### config.mk
export PLATFORM = sky130hd
export DESIGN_NAME = fft_stage_8
export DESIGN_NICKNAME = d
export VERILOG_FILES = /design/src/rtl/fft_pkg.sv /design/src/rtl/fft_stage_8_bf2_lane.sv /design/src/rtl/fft_stage_8.sv
export SDC_FILE = /design/constraint.sdc
export NUM_CORES = 2
export LEC_CHECK = 0
export ABC_AREA = 1
export BUFFER_PORTS_ARGS = -buffer_cell sky130_fd_sc_hd__buf_2
export CORE_ASPECT_RATIO = 1.75
export CORE_MARGIN = 2
export CORE_UTILIZATION = 50
export DETAILED_ROUTE_END_ITERATION = 16
export GPL_TIMING_DRIVEN = 0
export MAX_ROUTING_LAYER = met4
export PLACE_DENSITY = 0.73
export SYNTH_ARGS = -nofsm -noshare
export SYNTH_HDL_FRONTEND = slang
export SYNTH_SLANG_ARGS = --single-unit
### constraint.sdc
create_clock -name clk -period 42 [get_ports clk]
set_input_delay 2.1 -clock clk [delete_from_list [all_inputs] [get_ports clk]]
set_output_delay 2.1 -clock clk [all_outputs]
set_load 0.1 [all_outputs]
### src/rtl/fft_pkg.sv
// rtl/fft_pkg.sv - shared widths, lane vector types and round/saturate helper for the final FFT stage
package fft_pkg;

    localparam int DIN_DEF    = 15;
    localparam int ARRAY_DEF  = 16;
    localparam int DOUT_DEF   = 16;
    localparam int BLOCKS_DEF = 32;

    typedef logic [ARRAY_DEF-1:0][DIN_DEF-1:0]  din_vec_t;
    typedef logic [ARRAY_DEF-1:0][DOUT_DEF-1:0] dout_vec_t;

    typedef struct packed {
        logic [31:0] value;
        logic        clip;
    } sat_t;

    // Rounds half-up before the arithmetic shift, then clamps to a signed dout-bit range.
    function automatic sat_t sat_round(input logic signed [31:0] value, input int shift, input int dout);
        logic signed [31:0] r;
        logic signed [31:0] hi;
        logic signed [31:0] lo;
        sat_t               s;
        r  = (shift > 0) ? ((value + (32'sd1 <<< (shift - 1))) >>> shift) : value;
        hi = (32'sd1 <<< (dout - 1)) - 32'sd1;
        lo = -(32'sd1 <<< (dout - 1));
        s.clip  = (r > hi) || (r < lo);
        s.value = (r > hi) ? hi : ((r < lo) ? lo : r);
        return s;
    endfunction

endpackage

### src/rtl/fft_stage_8_bf2_lane.sv
// rtl/fft_stage_8_bf2_lane.sv - one distance-1 lane pair: add/sub, then round, saturate and flag clipping
module fft_bf2_lane
    import fft_pkg::*;
#(
    parameter int DIN   = DIN_DEF,
    parameter int DOUT  = DOUT_DEF,
    parameter int SHIFT = 0
) (
    input  logic signed [DIN-1:0]  i_x0,
    input  logic signed [DIN-1:0]  i_x1,
    output logic signed [DIN:0]    o_y0,
    output logic signed [DIN:0]    o_y1,
    input  logic signed [DIN:0]    i_y0,
    input  logic signed [DIN:0]    i_y1,
    output logic signed [DOUT-1:0] o_r0,
    output logic signed [DOUT-1:0] o_r1,
    output logic                   o_clip
);

    sat_t w_s0;
    sat_t w_s1;
    logic w_unused;

    // Butterfly half feeds the S2 register; round/saturate half reads it back.
    assign o_y0 = {i_x0[DIN-1], i_x0} + {i_x1[DIN-1], i_x1};
    assign o_y1 = {i_x0[DIN-1], i_x0} - {i_x1[DIN-1], i_x1};

    assign w_s0   = sat_round(32'(i_y0), SHIFT, DOUT);
    assign w_s1   = sat_round(32'(i_y1), SHIFT, DOUT);
    assign o_r0   = w_s0.value[DOUT-1:0];
    assign o_r1   = w_s1.value[DOUT-1:0];
    assign o_clip = w_s0.clip | w_s1.clip;

    assign w_unused = ^{w_s0.value[31:DOUT], w_s1.value[31:DOUT]};

endmodule

### src/rtl/fft_stage_8.sv
// rtl/fft_stage_8.sv - final radix-2 stage: 3-deep pipeline, frame tagging and sticky overflow
module fft_stage_8
    import fft_pkg::*;
#(
    parameter int DIN    = DIN_DEF,
    parameter int ARRAY  = ARRAY_DEF,
    parameter int DOUT   = DOUT_DEF,
    parameter int SHIFT  = 0,
    parameter int BLOCKS = BLOCKS_DEF
) (
    input  logic                        clk,
    input  logic                        rst,
    input  logic                        valid_in,
    input  logic [ARRAY-1:0][DIN-1:0]   din_re,
    input  logic [ARRAY-1:0][DIN-1:0]   din_im,
    input  logic                        ovf_clr,
    output logic                        valid_out,
    output logic [ARRAY-1:0][DOUT-1:0]  dout_re,
    output logic [ARRAY-1:0][DOUT-1:0]  dout_im,
    output logic                        frame_start,
    output logic                        frame_last,
    output logic                        ovf_sticky
);

    localparam int FW = $clog2(BLOCKS);

    logic [ARRAY-1:0][DIN-1:0]  r_s1_re, r_s1_im;
    logic [ARRAY-1:0][DIN:0]    r_s2_re, r_s2_im;
    logic [ARRAY-1:0][DOUT-1:0] r_s3_re, r_s3_im;
    logic                       r_v1, r_v2, r_v3;
    logic [FW-1:0]              r_fcnt;
    logic                       r_ovf;

    logic [ARRAY-1:0][DIN:0]    w_y_re, w_y_im;
    logic [ARRAY-1:0][DOUT-1:0] w_r_re, w_r_im;
    logic [ARRAY-1:0]           w_clip;

    for (genvar k = 0; k < ARRAY / 2; k++) begin : g_pair
        fft_bf2_lane #(.DIN(DIN), .DOUT(DOUT), .SHIFT(SHIFT)) u_re (
            .i_x0   (r_s1_re[2*k]),
            .i_x1   (r_s1_re[2*k+1]),
            .o_y0   (w_y_re[2*k]),
            .o_y1   (w_y_re[2*k+1]),
            .i_y0   (r_s2_re[2*k]),
            .i_y1   (r_s2_re[2*k+1]),
            .o_r0   (w_r_re[2*k]),
            .o_r1   (w_r_re[2*k+1]),
            .o_clip (w_clip[2*k])
        );
        fft_bf2_lane #(.DIN(DIN), .DOUT(DOUT), .SHIFT(SHIFT)) u_im (
            .i_x0   (r_s1_im[2*k]),
            .i_x1   (r_s1_im[2*k+1]),
            .o_y0   (w_y_im[2*k]),
            .o_y1   (w_y_im[2*k+1]),
            .i_y0   (r_s2_im[2*k]),
            .i_y1   (r_s2_im[2*k+1]),
            .o_r0   (w_r_im[2*k]),
            .o_r1   (w_r_im[2*k+1]),
            .o_clip (w_clip[2*k+1])
        );
    end

    always_ff @(posedge clk or posedge rst) begin
        if (rst) begin
            r_s1_re <= '0;
            r_s1_im <= '0;
            r_s2_re <= '0;
            r_s2_im <= '0;
            r_s3_re <= '0;
            r_s3_im <= '0;
            r_v1    <= 1'b0;
            r_v2    <= 1'b0;
            r_v3    <= 1'b0;
            r_fcnt  <= '0;
            r_ovf   <= 1'b0;
        end else begin
            r_v1 <= valid_in;
            r_v2 <= r_v1;
            r_v3 <= r_v2;
            // Data stages only move with their valid so idle cycles hold the last result.
            if (valid_in) begin
                r_s1_re <= din_re;
                r_s1_im <= din_im;
            end
            if (r_v1) begin
                r_s2_re <= w_y_re;
                r_s2_im <= w_y_im;
            end
            if (r_v2) begin
                r_s3_re <= w_r_re;
                r_s3_im <= w_r_im;
            end
            if (r_v3) begin
                r_fcnt <= r_fcnt + FW'(1);
            end
            // A new clip outranks a coincident clear.
            if (r_v2 && (|w_clip)) begin
                r_ovf <= 1'b1;
            end else if (ovf_clr) begin
                r_ovf <= 1'b0;
            end
        end
    end

    assign valid_out   = r_v3;
    assign dout_re     = r_s3_re;
    assign dout_im     = r_s3_im;
    assign frame_start = r_v3 && (r_fcnt == '0);
    assign frame_last  = r_v3 && (r_fcnt == FW'(BLOCKS - 1));
    assign ovf_sticky  = r_ovf;

endmodule

==> results.md <==
* Final-report max-slew violation count at 0
* Critical Path End Type: primary output
* I/O pin total at 1000
* CP required at 39900 ps
* Die area at 0.173 mm^2
* Initial core utilization at 0.502
* Mean Syn Cell Area at 8.47 um^2
* Clock sinks at 1497
* Synth top area share at 0.441
* CTS tree: yes
* Fmax at 0.218 GHz
* Dpl hpwl at 274000 um
* Core Footprint at 0.169 mm^2
* DRC at 0
* R2R Path Start: r_v1
* Hold Crit Start: r_v2
* Max-Cap Viols at 0
* CP startpoint kind: flip-flop
* Clock skew at 35.6 ps
* Worst R2R End: r_s2_re[191]
* Site Rows at 200
* Vias per inst at 5.43
* Gpl congestion at 1.03
* FILL cells at 15265
* Max clock buf depth at 4
* WL final at 339000 um
* Register bit count reported by yosys at 1497
* Final setup vio count at 0
* Mapped Cells at 10032
* Post-synth net total at 11031
* Area leader, netlist: dfrtp_1
* Die Y at 549 um
* Post-synth EDFFs at 0
* Hold depth at 0
* Post-cts gate resize count at 0
* Largest net degree at the start of global routing at 46
* Worst path bufs/invs at 2
* First-pass iteration count of the detailed router at 10
* Final Util at 0.583
* CP max FO at 9
* Depth of the most critical reg-to-reg path at 6
* Status: finished, final reports clean
* Final Cycle Share at 0.109
* Most frequent cell after synthesis: nand2_1
* Crit path cell chain: clkbuf_1 > nand3_1 > nor3_1 > buf_2
* Final hold vios at 0
* VDD IR max at 0.0000656 V
* Minimum clock period at 4600 ps
* Total track usage at 0.396
* ANT nets after route at 0
* Setup CP Type: flip-flop to primary output
* Commonest register cell after synthesis: dfrtp_1
* Gr ovfl total at 0
* Final-stage net count at 12222
* Asr flop ratio synth at 1.00
* Synth Warn # at 0
* CP arrival at 2500 ps
* Layout area overhead at 16.1%
* Post-CTS Hold Buffers at 0
* Yosys cell types at 36
* Pwr Density at 60.4 mW/mm^2
* Slew Limit Headroom at 0.00703
* Initial antenna violation count at 76
* Cell family with most CP delay: buffers and inverters
* Worst min path class: flip-flop to flip-flop
* Crit path max-delay cell type: dfrtp_1
* Reg clk slew, reported paths at 60 ps
* Vias in the first global route at 74016
* Synth top cells by count: nand2_1, dfrtp_1, inv_1
* R2r setup slk at 39230 ps
* Detailed Route Iter0 Violations at 5559
* RSZ-0062 raised after global routing: false
* Worst hold endpoint: valid_out
* Mapped cell area at 0.0849 mm^2
* First-pass GRT wire length at 484000 um
* Synth top area cells: dfrtp_1, nand2_1, ha_1
* Die X at 316 um
* Final TNS setup at 0 ps
* IO buf count at 999
* P_leak at 0.0533 uW
* Crit-path max cell delay at 590 ps
* DR WL/cell at 24.9 um
* Total CTS buffers at 149
* H-tree depth at 4
* Via Count at 73895
* Sequential area share after synthesis at 0.441
* Clk_lat worst skew at 840 ps
* Fraction of layout cells with a size suffix above 1 at 0.214
* Setup Fix Bufs, Post-CTS at 0
* Clock Tree Root: clkbuf_16
* Worst-Margin Slew at 1490 ps
cell type report:
cell class / count / area, um^2 / area share
Timing Repair Buffer: 1040 / 5830 / 0.0591
Clock inverter: 54 / 592 / 0.00600
Buffer: 434 / 2840 / 0.0288
Tap cell: 2222 / 2780 / 0.0282
Sequential cell: 1497 / 37500 / 0.380
Antenna cell: 61 / 153 / 0.00155
Inverter: 1360 / 5110 / 0.0518
Multi-Input combinational cell: 6741 / 39500 / 0.401
Clock buffer: 202 / 4280 / 0.0434
kinds of logic after synthesis:
family          count (synthesis)  synth area share
fa+ha+maj                     515            0.0787
simple gates                 4371             0.210
flops                        1497             0.441
xor+xnor                       78           0.00804
mux                           677            0.0999
compound gates               1100            0.0685
buf+inv                      1794            0.0936
placed cells by master (no fill, tap or decap), types with 366 or more instances in the layout:
cell type  count
a21oi_1      366
o21ai_0      496
ha_1         483
dfrtp_1     1497
buf_2       1177
mux2_2       447
nand2_1     3017
nor2_1       458
inv_1       1344
nand3_1      693
worst register-to-register path, stage by stage, from the launching register on:
cell and delay (ps):
dfrtp_1 390, inv_2 440, buf_4 430, buf_6 270, clkbuf_1 910, nand2_1 160, nand2_1 110
per-layer routing:
layer | up-vias | global-route usage | part of all wire
met5 | - | - | 0
met3 | 850 | 0.0886 | 0.077
met2 | 2836 | 0.668 | 0.49
li1 | 34257 | - | -
met1 | 35952 | 0.419 | 0.36
met4 | 0 | 0.245 | 0.074
through the flow:
stage | cells | total power [uW] | area (um^2) | worst slack (ps) | hold WS [ps]
5_1_grt | 13601 | 6190 | 98500 | 37310 | 397
4_1_cts | 13550 | 5950 | 98400 | 37390 | 381
3_5_place_dp | 13294 | 4560 | 93500 | 37040 | 367
2_1_floorplan | 10032 | 3870 | 84900 | 19170 | 349
6_report | 13611 | 5960 | 98600 | 37400 | 376
3_3_place_gp | 13253 | 4530 | 92700 | 11320 | 361
report_power, final:
group | switching, uW | leakage, uW | internal (uW)
clock | 610 | 0.00241 | 775
combinational | 2000 | 0.0330 | 578
sequential | 239 | 0.0179 | 1750
total | 2850 | 0.0533 | 3100
sequential cells by signal, indices dropped and copies added (netlist names):
name / count
r_s1_re: 240
r_v2: 1
r_s2_im: 248
valid_out: 1
dout_re: 256
dout_im: 256
r_fcnt: 5
r_v1: 1
r_s1_im: 240
ovf_sticky: 1
r_s2_re: 248
how the worst max path moves through the flow:
| stage | from | to | slack, ps | cells past startpoint |
|---|---|---|---|---|
| 3_5_place_dp | rst | r_s1_im[193] | 37040 | 11 |
| 5_1_grt | valid_out | frame_start | 37310 | 4 |
| 3_3_place_gp | rst | r_s2_im[233] | 11320 | 2 |
| 2_1_floorplan | rst | dout_im[0] | 19170 | 1 |
| 4_1_cts | valid_out | frame_start | 37390 | 4 |
| 6_report | valid_out | frame_start | 37400 | 4 |
(Power assumes the default switching activity.)
